$ cat src/rtl/seven_segment_cursor_editor_pkg.sv
// Shared definitions for the seven-segment cursor editor: repeat FSM states,
// blink phase encodings and the cursor index stepping helper.
package seven_segment_cursor_editor_pkg;

  typedef logic [1:0] repeat_state_t;

  localparam repeat_state_t RPT_IDLE   = 2'd0;
  localparam repeat_state_t RPT_HOLD   = 2'd1;
  localparam repeat_state_t RPT_REPEAT = 2'd2;

  localparam logic PHASE_VISIBLE = 1'b0;
  localparam logic PHASE_BLANK   = 1'b1;

  // Steps an index up or down within 0..num-1, either wrapping or saturating.
  // Limits are compared explicitly so non-power-of-two digit counts behave.
  function automatic int step_index(input int idx, input int num, input logic up,
                                    input logic wrap);
    int res;
    res = idx;
    if (up) begin
      if (idx >= num - 1) res = wrap ? 0 : num - 1;
      else                res = idx + 1;
    end else begin
      if (idx <= 0) res = wrap ? num - 1 : 0;
      else          res = idx - 1;
    end
    return res;
  endfunction

endpackage

$ cat src/rtl/seven_segment_cursor_editor_if.sv
// Button/display bundle between the debouncers, the editor and the display.
interface seven_segment_cursor_editor_if #(
  parameter int NUM_DIGITS = 8
);
  localparam int CURSOR_W = $clog2(NUM_DIGITS);

  logic                  leftLevel;
  logic                  rightLevel;
  logic                  toggleLevel;
  logic                  clearAll;
  logic                  blinkEnable;
  logic [CURSOR_W-1:0]   cursor;
  logic [NUM_DIGITS-1:0] cursorOneHot;
  logic [NUM_DIGITS-1:0] pointEnable;
  logic [NUM_DIGITS-1:0] digitBlank;

  modport master (
    output leftLevel, rightLevel, toggleLevel, clearAll, blinkEnable,
    input  cursor, cursorOneHot, pointEnable, digitBlank
  );

  modport slave (
    input  leftLevel, rightLevel, toggleLevel, clearAll, blinkEnable,
    output cursor, cursorOneHot, pointEnable, digitBlank
  );
endinterface

$ cat src/rtl/seven_segment_cursor_editor_button_auto_repeat.sv
// Turns a debounced button level into step pulses: one on press, then
// auto-repeat after a hold delay. The step is combinational so the consumer
// registers it on the same edge the press is first sampled.
//
// state      | meaning
// RPT_IDLE   | button released, or held since reset (waiting for a fresh press)
// RPT_HOLD   | pressed, counting the initial hold delay
// RPT_REPEAT | held past the delay, stepping every repeat period
module button_auto_repeat
  import seven_segment_cursor_editor_pkg::*;
#(
  parameter int REPEAT_DELAY  = 25_000_000,
  parameter int REPEAT_PERIOD = 5_000_000
) (
  input  logic clock,
  input  logic reset,
  input  logic level,
  output logic step
);
  localparam int CNT_MAX = (REPEAT_DELAY > REPEAT_PERIOD) ? REPEAT_DELAY : REPEAT_PERIOD;
  localparam int CNT_W   = $clog2(CNT_MAX + 1);

  repeat_state_t    state_q, state_d;
  logic [CNT_W-1:0] count_q, count_d;
  logic             prev_q;
  logic             rise;

  assign rise = level & ~prev_q;

  // Next state, hold/repeat counter and the step pulse.
  always_comb begin
    state_d = state_q;
    count_d = count_q;
    step    = 1'b0;
    if (!level) begin
      state_d = RPT_IDLE;
      count_d = '0;
    end else begin
      case (state_q)
        RPT_IDLE: begin
          if (rise) begin
            state_d = RPT_HOLD;
            count_d = '0;
            step    = 1'b1;
          end
        end
        RPT_HOLD: begin
          if (count_q == CNT_W'(REPEAT_DELAY - 1)) begin
            state_d = RPT_REPEAT;
            count_d = '0;
            step    = 1'b1;
          end else begin
            count_d = count_q + CNT_W'(1);
          end
        end
        RPT_REPEAT: begin
          if (count_q == CNT_W'(REPEAT_PERIOD - 1)) begin
            count_d = '0;
            step    = 1'b1;
          end else begin
            count_d = count_q + CNT_W'(1);
          end
        end
        default: begin
          state_d = RPT_IDLE;
          count_d = '0;
        end
      endcase
    end
  end

  // State registers; prev level tracks the input during reset so a held button gives no step.
  always_ff @(posedge clock) begin
    if (reset) begin
      state_q <= RPT_IDLE;
      count_q <= '0;
      prev_q  <= level;
    end else begin
      state_q <= state_d;
      count_q <= count_d;
      prev_q  <= level;
    end
  end
endmodule

$ cat src/rtl/seven_segment_cursor_editor.sv
// Cursor / decimal-point editor for an N-digit seven-segment display with
// auto-repeat on left/right, wrap or saturate, clear-all and cursor blink.
module seven_segment_cursor_editor
  import seven_segment_cursor_editor_pkg::*;
#(
  parameter int NUM_DIGITS    = 8,
  parameter int REPEAT_DELAY  = 25_000_000,
  parameter int REPEAT_PERIOD = 5_000_000,
  parameter int BLINK_HALF    = 12_500_000,
  parameter int WRAP          = 1
) (
  input logic                         clock,
  input logic                         reset,
  seven_segment_cursor_editor_if.slave bus
);
  localparam int CURSOR_W = $clog2(NUM_DIGITS);
  localparam int BLINK_W  = $clog2(BLINK_HALF + 1);

  logic                  left_step, right_step;
  logic                  prev_toggle_q, toggle_rise;
  logic [CURSOR_W-1:0]   cursor_q, cursor_d;
  logic [NUM_DIGITS-1:0] onehot_q, onehot_d;
  logic [NUM_DIGITS-1:0] point_q, point_d;
  logic [NUM_DIGITS-1:0] blank_q, blank_d;
  logic [BLINK_W-1:0]    blink_cnt_q, blink_cnt_d;
  logic                  phase_q, phase_d;

  button_auto_repeat #(.REPEAT_DELAY(REPEAT_DELAY), .REPEAT_PERIOD(REPEAT_PERIOD)) u_left (
    .clock(clock), .reset(reset), .level(bus.leftLevel), .step(left_step)
  );

  button_auto_repeat #(.REPEAT_DELAY(REPEAT_DELAY), .REPEAT_PERIOD(REPEAT_PERIOD)) u_right (
    .clock(clock), .reset(reset), .level(bus.rightLevel), .step(right_step)
  );

  assign toggle_rise = bus.toggleLevel & ~prev_toggle_q;

  // Cursor move (left wins), point mask edit on the pre-move cursor, blink timing.
  always_comb begin
    cursor_d = cursor_q;
    if (left_step)
      cursor_d = CURSOR_W'(step_index(int'(cursor_q), NUM_DIGITS, 1'b1, WRAP != 0));
    else if (right_step)
      cursor_d = CURSOR_W'(step_index(int'(cursor_q), NUM_DIGITS, 1'b0, WRAP != 0));
    onehot_d = {{(NUM_DIGITS-1){1'b0}}, 1'b1} << cursor_d;

    point_d = point_q;
    if (bus.clearAll)     point_d = '0;
    else if (toggle_rise) point_d = point_q ^ onehot_q;

    blink_cnt_d = blink_cnt_q;
    phase_d     = phase_q;
    if (cursor_d != cursor_q) begin
      blink_cnt_d = '0;
      phase_d     = PHASE_VISIBLE;
    end else if (blink_cnt_q == BLINK_W'(BLINK_HALF - 1)) begin
      blink_cnt_d = '0;
      phase_d     = ~phase_q;
    end else begin
      blink_cnt_d = blink_cnt_q + BLINK_W'(1);
    end

    blank_d = (bus.blinkEnable && phase_d == PHASE_BLANK) ? onehot_d : '0;
  end

  // Output and timing registers.
  always_ff @(posedge clock) begin
    if (reset) begin
      cursor_q      <= '0;
      onehot_q      <= {{(NUM_DIGITS-1){1'b0}}, 1'b1};
      point_q       <= '0;
      blank_q       <= '0;
      blink_cnt_q   <= '0;
      phase_q       <= PHASE_VISIBLE;
      prev_toggle_q <= bus.toggleLevel;
    end else begin
      cursor_q      <= cursor_d;
      onehot_q      <= onehot_d;
      point_q       <= point_d;
      blank_q       <= blank_d;
      blink_cnt_q   <= blink_cnt_d;
      phase_q       <= phase_d;
      prev_toggle_q <= bus.toggleLevel;
    end
  end

  assign bus.cursor       = cursor_q;
  assign bus.cursorOneHot = onehot_q;
  assign bus.pointEnable  = point_q;
  assign bus.digitBlank   = blank_q;
endmodule

$ cat src/flat_wrapper.sv
// flat-port wrapper written by rule: the top's interface ports become plain ports
module seven_segment_cursor_editor_flat import seven_segment_cursor_editor_pkg::*;
#(
  parameter int NUM_DIGITS    = 8,
  parameter int REPEAT_DELAY  = 25_000_000,
  parameter int REPEAT_PERIOD = 5_000_000,
  parameter int BLINK_HALF    = 12_500_000,
  parameter int WRAP          = 1
)
  (clock, reset, bus_leftLevel, bus_rightLevel, bus_toggleLevel, bus_clearAll, bus_blinkEnable, bus_cursor, bus_cursorOneHot, bus_pointEnable, bus_digitBlank);
  seven_segment_cursor_editor_if #(.NUM_DIGITS(NUM_DIGITS)) bus_i ();
  input logic clock;
  input logic reset;
  input wire logic [$bits(bus_i.leftLevel)-1:0] bus_leftLevel;
  input wire logic [$bits(bus_i.rightLevel)-1:0] bus_rightLevel;
  input wire logic [$bits(bus_i.toggleLevel)-1:0] bus_toggleLevel;
  input wire logic [$bits(bus_i.clearAll)-1:0] bus_clearAll;
  input wire logic [$bits(bus_i.blinkEnable)-1:0] bus_blinkEnable;
  output wire logic [$bits(bus_i.cursor)-1:0] bus_cursor;
  output wire logic [$bits(bus_i.cursorOneHot)-1:0] bus_cursorOneHot;
  output wire logic [$bits(bus_i.pointEnable)-1:0] bus_pointEnable;
  output wire logic [$bits(bus_i.digitBlank)-1:0] bus_digitBlank;
  assign bus_i.leftLevel = bus_leftLevel;
  assign bus_i.rightLevel = bus_rightLevel;
  assign bus_i.toggleLevel = bus_toggleLevel;
  assign bus_i.clearAll = bus_clearAll;
  assign bus_i.blinkEnable = bus_blinkEnable;
  assign bus_cursor = bus_i.cursor;
  assign bus_cursorOneHot = bus_i.cursorOneHot;
  assign bus_pointEnable = bus_i.pointEnable;
  assign bus_digitBlank = bus_i.digitBlank;
  seven_segment_cursor_editor #(.NUM_DIGITS(NUM_DIGITS), .REPEAT_DELAY(REPEAT_DELAY), .REPEAT_PERIOD(REPEAT_PERIOD), .BLINK_HALF(BLINK_HALF), .WRAP(WRAP)) u_core (.clock(clock), .reset(reset), .bus(bus_i));
endmodule
$ cat config.mk
export PLATFORM = sky130hd
export DESIGN_NAME = seven_segment_cursor_editor_flat
export DESIGN_NICKNAME = d
export VERILOG_FILES = /design/src/rtl/seven_segment_cursor_editor_pkg.sv /design/src/rtl/seven_segment_cursor_editor_if.sv /design/src/rtl/seven_segment_cursor_editor_button_auto_repeat.sv /design/src/rtl/seven_segment_cursor_editor.sv /design/src/flat_wrapper.sv
export SDC_FILE = /design/constraint.sdc
export NUM_CORES = 1
export LEC_CHECK = 0
export CAP_MARGIN = 30
export CELL_PAD_IN_SITES_DETAIL_PLACEMENT = 1
export CELL_PAD_IN_SITES_GLOBAL_PLACEMENT = 1
export CORE_MARGIN = 4
export CORE_UTILIZATION = 35
export DETAILED_ROUTE_END_ITERATION = 10
export PLACE_DENSITY_LB_ADDON = 0.3
export SLEW_MARGIN = 20
export SYNTH_ARGS = -nofsm -noshare
export SYNTH_HDL_FRONTEND = slang
export SYNTH_SLANG_ARGS = --single-unit
$ cat constraint.sdc
create_clock -name clock -period 6.5 [get_ports clock]
set_clock_uncertainty 0.1 [all_clocks]
set_input_delay 1.625 -clock clock [delete_from_list [all_inputs] [get_ports clock]]
set_output_delay 1.625 -clock clock [all_outputs]
set_load 0.005 [all_outputs]
==> parameters.txt <==
Parameter                              Value

Placement
  HPWL after detailed placement ... 8500 um
  Count of port buffers added during placement ... 33
  Weighted congestion at the end of routability-driven global placement ... 0.828

Route
  Final routed wirelength across all metal layers ... 11300 um
  Routed length on met2 ... 5370 um
  Initial DRC Count ... 134
  Post-detailed-route DRC marker count ... 0
  Uppermost signal routing layer after detailed routing ... met4
  Router iterations before antenna repair ... 4
  Met3 Routed Length ... 344 um
  Via count ... 3991
  Wl on met1 ... 5370 um
  Average vias per placed instance ... 5.01
  Average wire length per cell after detail routing ... 14.2 um
  Number of nets with antenna violations after routing ... 0

Layout
  Fraction of layout instances using a drive strength above 1 ... 7.94%
  Area grow syn2layout ... 16.0%
  Nets ... 634
  Commonest cells after routing, fill and taps aside ... 114 x nor2_1, 109 x dfxtp_1, 44 x nand2_1
  Number of diodes added for antenna fixing ... 0
  Most common cell after layout, fill and taps aside ... nor2_1
  Fill count ... 1642

Clock tree
  Worst-Skew Late Latency ... 0.35 ns
  Post-CTS repair timing setup buffer count ... 0
  Count of instances resized after the clock tree is built ... 0
  Num Clock Sinks ... 109
  Clk root buf ... clkbuf_16
  TritonCTS Buffers ... 9
  CTS hold repair buffers ... 0
  TritonCTS clock tree ... done
  Clock transition at path regs ... 0.07 ns
  Clk buf depth ... 2
  CTS H-Tree Depth ... 3

Synth
  Top-area cell type share of the netlist area ... 42.6%
  Number of enable-type register cells in the synthesized netlist ... 0
  Biggest area contributors in the synthesized netlist ... dfxtp_1 43%, nor2_1 8.4%, xor2_1 6.7%
  Sequential cell area fraction in the yosys report ... 42.6%
  Synth async-reset ratio ... 0%
  Cell Area, Synth ... 5120 um^2
  Cell taking the most area after synthesis ... dfxtp_1
  Net count after synthesis ... 602
  Post-synth cell types ... 63
  Synthesized instance count ... 580
  Synthesized flop and latch total ... 109
  Prevailing post-synth register cell ... dfxtp_1
  Per-instance average area after synthesis ... 8.83 um^2
  Synth Warn # ... 0

Floorplan
  Boundary Pins ... 34
  Die Span X ... 129 um
  Total number of placement rows ... 43
  Core area ... 14100 um^2
  Vert. Die Dim ... 129 um
  Initial standard-cell utilization of the core ... 36.3%
  Area enclosed by the die boundary ... 16600 um^2

Pwr
  Worst supply voltage drop on vdd ... 153 uV
  PwrDens ... 227 nW/um^2
  P_leak ... 1.99 nW
  Total power ... 1.35 mW

Setup path
  Critical Path Source Type ... input pin
  Reg2reg path depth ... 8
  Crit Reg-Reg Endpoint ... u_core.bus.digitBlank[1]
  Worst r2r src ... u_core.u_right.count_q[0]
  Setup slack on the worst flop-to-flop path ... 3.27 ns
  CP required ... 6.69 ns
  Setup Crit Path Kind ... in -> reg
  Crit path to ... u_core.u_right.count_q[21]
  Worst-path fanout max ... 4
  Critical Path End Type ... flip-flop
  Launching element of the worst setup path ... bus_rightLevel
  Arrival time of data at the critical path endpoint ... 4.13 ns

STA
  Slew @ Worst Pin ... 0.792 ns
  RSZ-0062 raised after global routing ... false
  Final-report hold violation count ... 0
  Endpoints failing setup ... 0
  Final TNS setup ... 0 ns
  Max-Slew Margin vs Limit ... 45.8%
  Max-slew violation total from the final report ... 0
  Min cycle time layout ... 3.94 ns
  Period Utilization, post-route ... 60.6%
  Achievable clock frequency ... 0.254 GHz

Run
  Maximum capacitance violations ... 0

Outcome
  Result of the run ... finished, final reports clean

Global route
  Leftover overflow at the end of global routing ... 0
  Overall Global Routing Usage ... 14.3%
  Antenna violations before repair ... 0
  Number of global-route vias before repair ... 4156
  First-pass GRT wire length ... 19400 um
  Maximum number of pins on one net before global-route repair ... 26

Hold path
  Worst min-delay path class ... reg -> reg
kinds of logic after synthesis:
| group | Yosys count | synth area share (%) |
|---|---|---|
| and+or+nand+nor | 299 | 30.8 |
| DFF | 109 | 42.6 |
| buffers and inverters | 33 | 2.64 |
| adders and majority gates | 15 | 3.67 |
| muxes | 4 | 0.782 |
| AOI/OAI and AO/OA | 50 | 7.55 |
| xor gates and xnor gates | 70 | 12.0 |
worst min-delay path by stage:
stage / end / startpoint / slack [ns] / cells past startpoint
after floorplan: u_core.blink_cnt_q[0] / u_core.blink_cnt_q[0] / 0.32 / 1
after global placement: u_core.blink_cnt_q[0] / u_core.blink_cnt_q[0] / 0.33 / 1
after detailed placement: u_core.blink_cnt_q[0] / u_core.blink_cnt_q[0] / 0.35 / 1
after CTS: u_core.blink_cnt_q[0] / u_core.blink_cnt_q[0] / 0.36 / 1
after global routing: u_core.blink_cnt_q[0] / u_core.blink_cnt_q[0] / 0.38 / 1
final: u_core.blink_cnt_q[0] / u_core.blink_cnt_q[0] / 0.36 / 1
critical path: stages:
cell	delay [ns]
clkdlybuf4s50_1	0.53
nand2b_1	0.12
a2111oi_0	0.76
nand4_1	0.30
or2_2	0.36
or3_1	0.31
a21oi_1	0.13
synthesized netlist by cell type (2+ instances only):
cell	number
a21bo_2	2
a21oi_1	13
and2_1	7
and3_1	8
and4_1	5
clkbuf_1	12
dfxtp_1	109
ha_1	15
inv_1	19
mux2i_1	4
nand2_1	44
nand2_2	2
nand2b_1	12
nand2b_2	2
nand3_1	21
nand3b_1	4
nand4_1	20
nand4b_1	2
nor2_1	114
nor2b_1	12
nor3_1	7
nor3b_1	2
nor4_1	2
nor4b_1	2
nor4bb_1	6
nor4bb_2	3
o21ai_0	15
o21ai_1	2
or2_2	5
or3_1	6
or4_1	2
or4_4	2
xnor2_1	31
xor2_1	39
cell type report:
type                    count  area (um^2)  share of cell area [%]
multi-input cells         438         2800                    47.2
flip-flops and latches    109         2180                    36.8
repair buffers             35          345                    5.82
clock buffers              12          267                    4.49
well taps                 180          225                    3.79
inverters                  19         71.3                    1.20
clock inverters             4         45.0                   0.759
per-stage QoR:
stage	setup WS [ns]	instance area (um^2)	util, %	cells	hold WS, ns
finish	2.56	5940	42.1	797	0.363
CTS	2.57	5930	42.1	796	0.364
detailed placement	2.21	5620	39.9	780	0.353
global route	2.43	5940	42.1	797	0.384
floorplan	3.06	5120	-	580	0.317
global placement	2.38	5620	39.9	780	0.330
where the power goes:
| group | switching, mW | internal [mW] | leakage [nW] | total [mW] |
|---|---|---|---|---|
| Combinational | 0.0517 | 0.0402 | 0.947 | 0.0920 |
| Sequential | 0.00893 | 0.676 | 0.881 | 0.685 |
| Clock | 0.242 | 0.328 | 0.158 | 0.570 |
| Total | 0.302 | 1.04 | 1.99 | 1.35 |
state kept, by name, summed over array words and instances, names as in the netlist:
| register | flops |
|---|---|
| u_core.u_left.state_q | 2 |
| u_core.u_left.prev_q | 1 |
| u_core.prev_toggle_q | 1 |
| u_core.bus.pointEnable | 8 |
| u_core.u_right.state_q | 2 |
| u_core.bus.cursor | 3 |
| u_core.bus.digitBlank | 8 |
| u_core.u_right.prev_q | 1 |
| u_core.u_left.count_q | 25 |
| u_core.u_right.count_q | 25 |
| u_core.bus.cursorOneHot | 8 |
| u_core.phase_q | 1 |
| u_core.blink_cnt_q | 24 |
routing by layer:
metal,global-route usage [%],vias to the layer above
met5,0,-
met4,5.13,0
met2,24.3,43
li1,-,2030
met3,3.82,17
met1,17.3,1901
No activity file was read; power rests on OpenSTA's default activity.
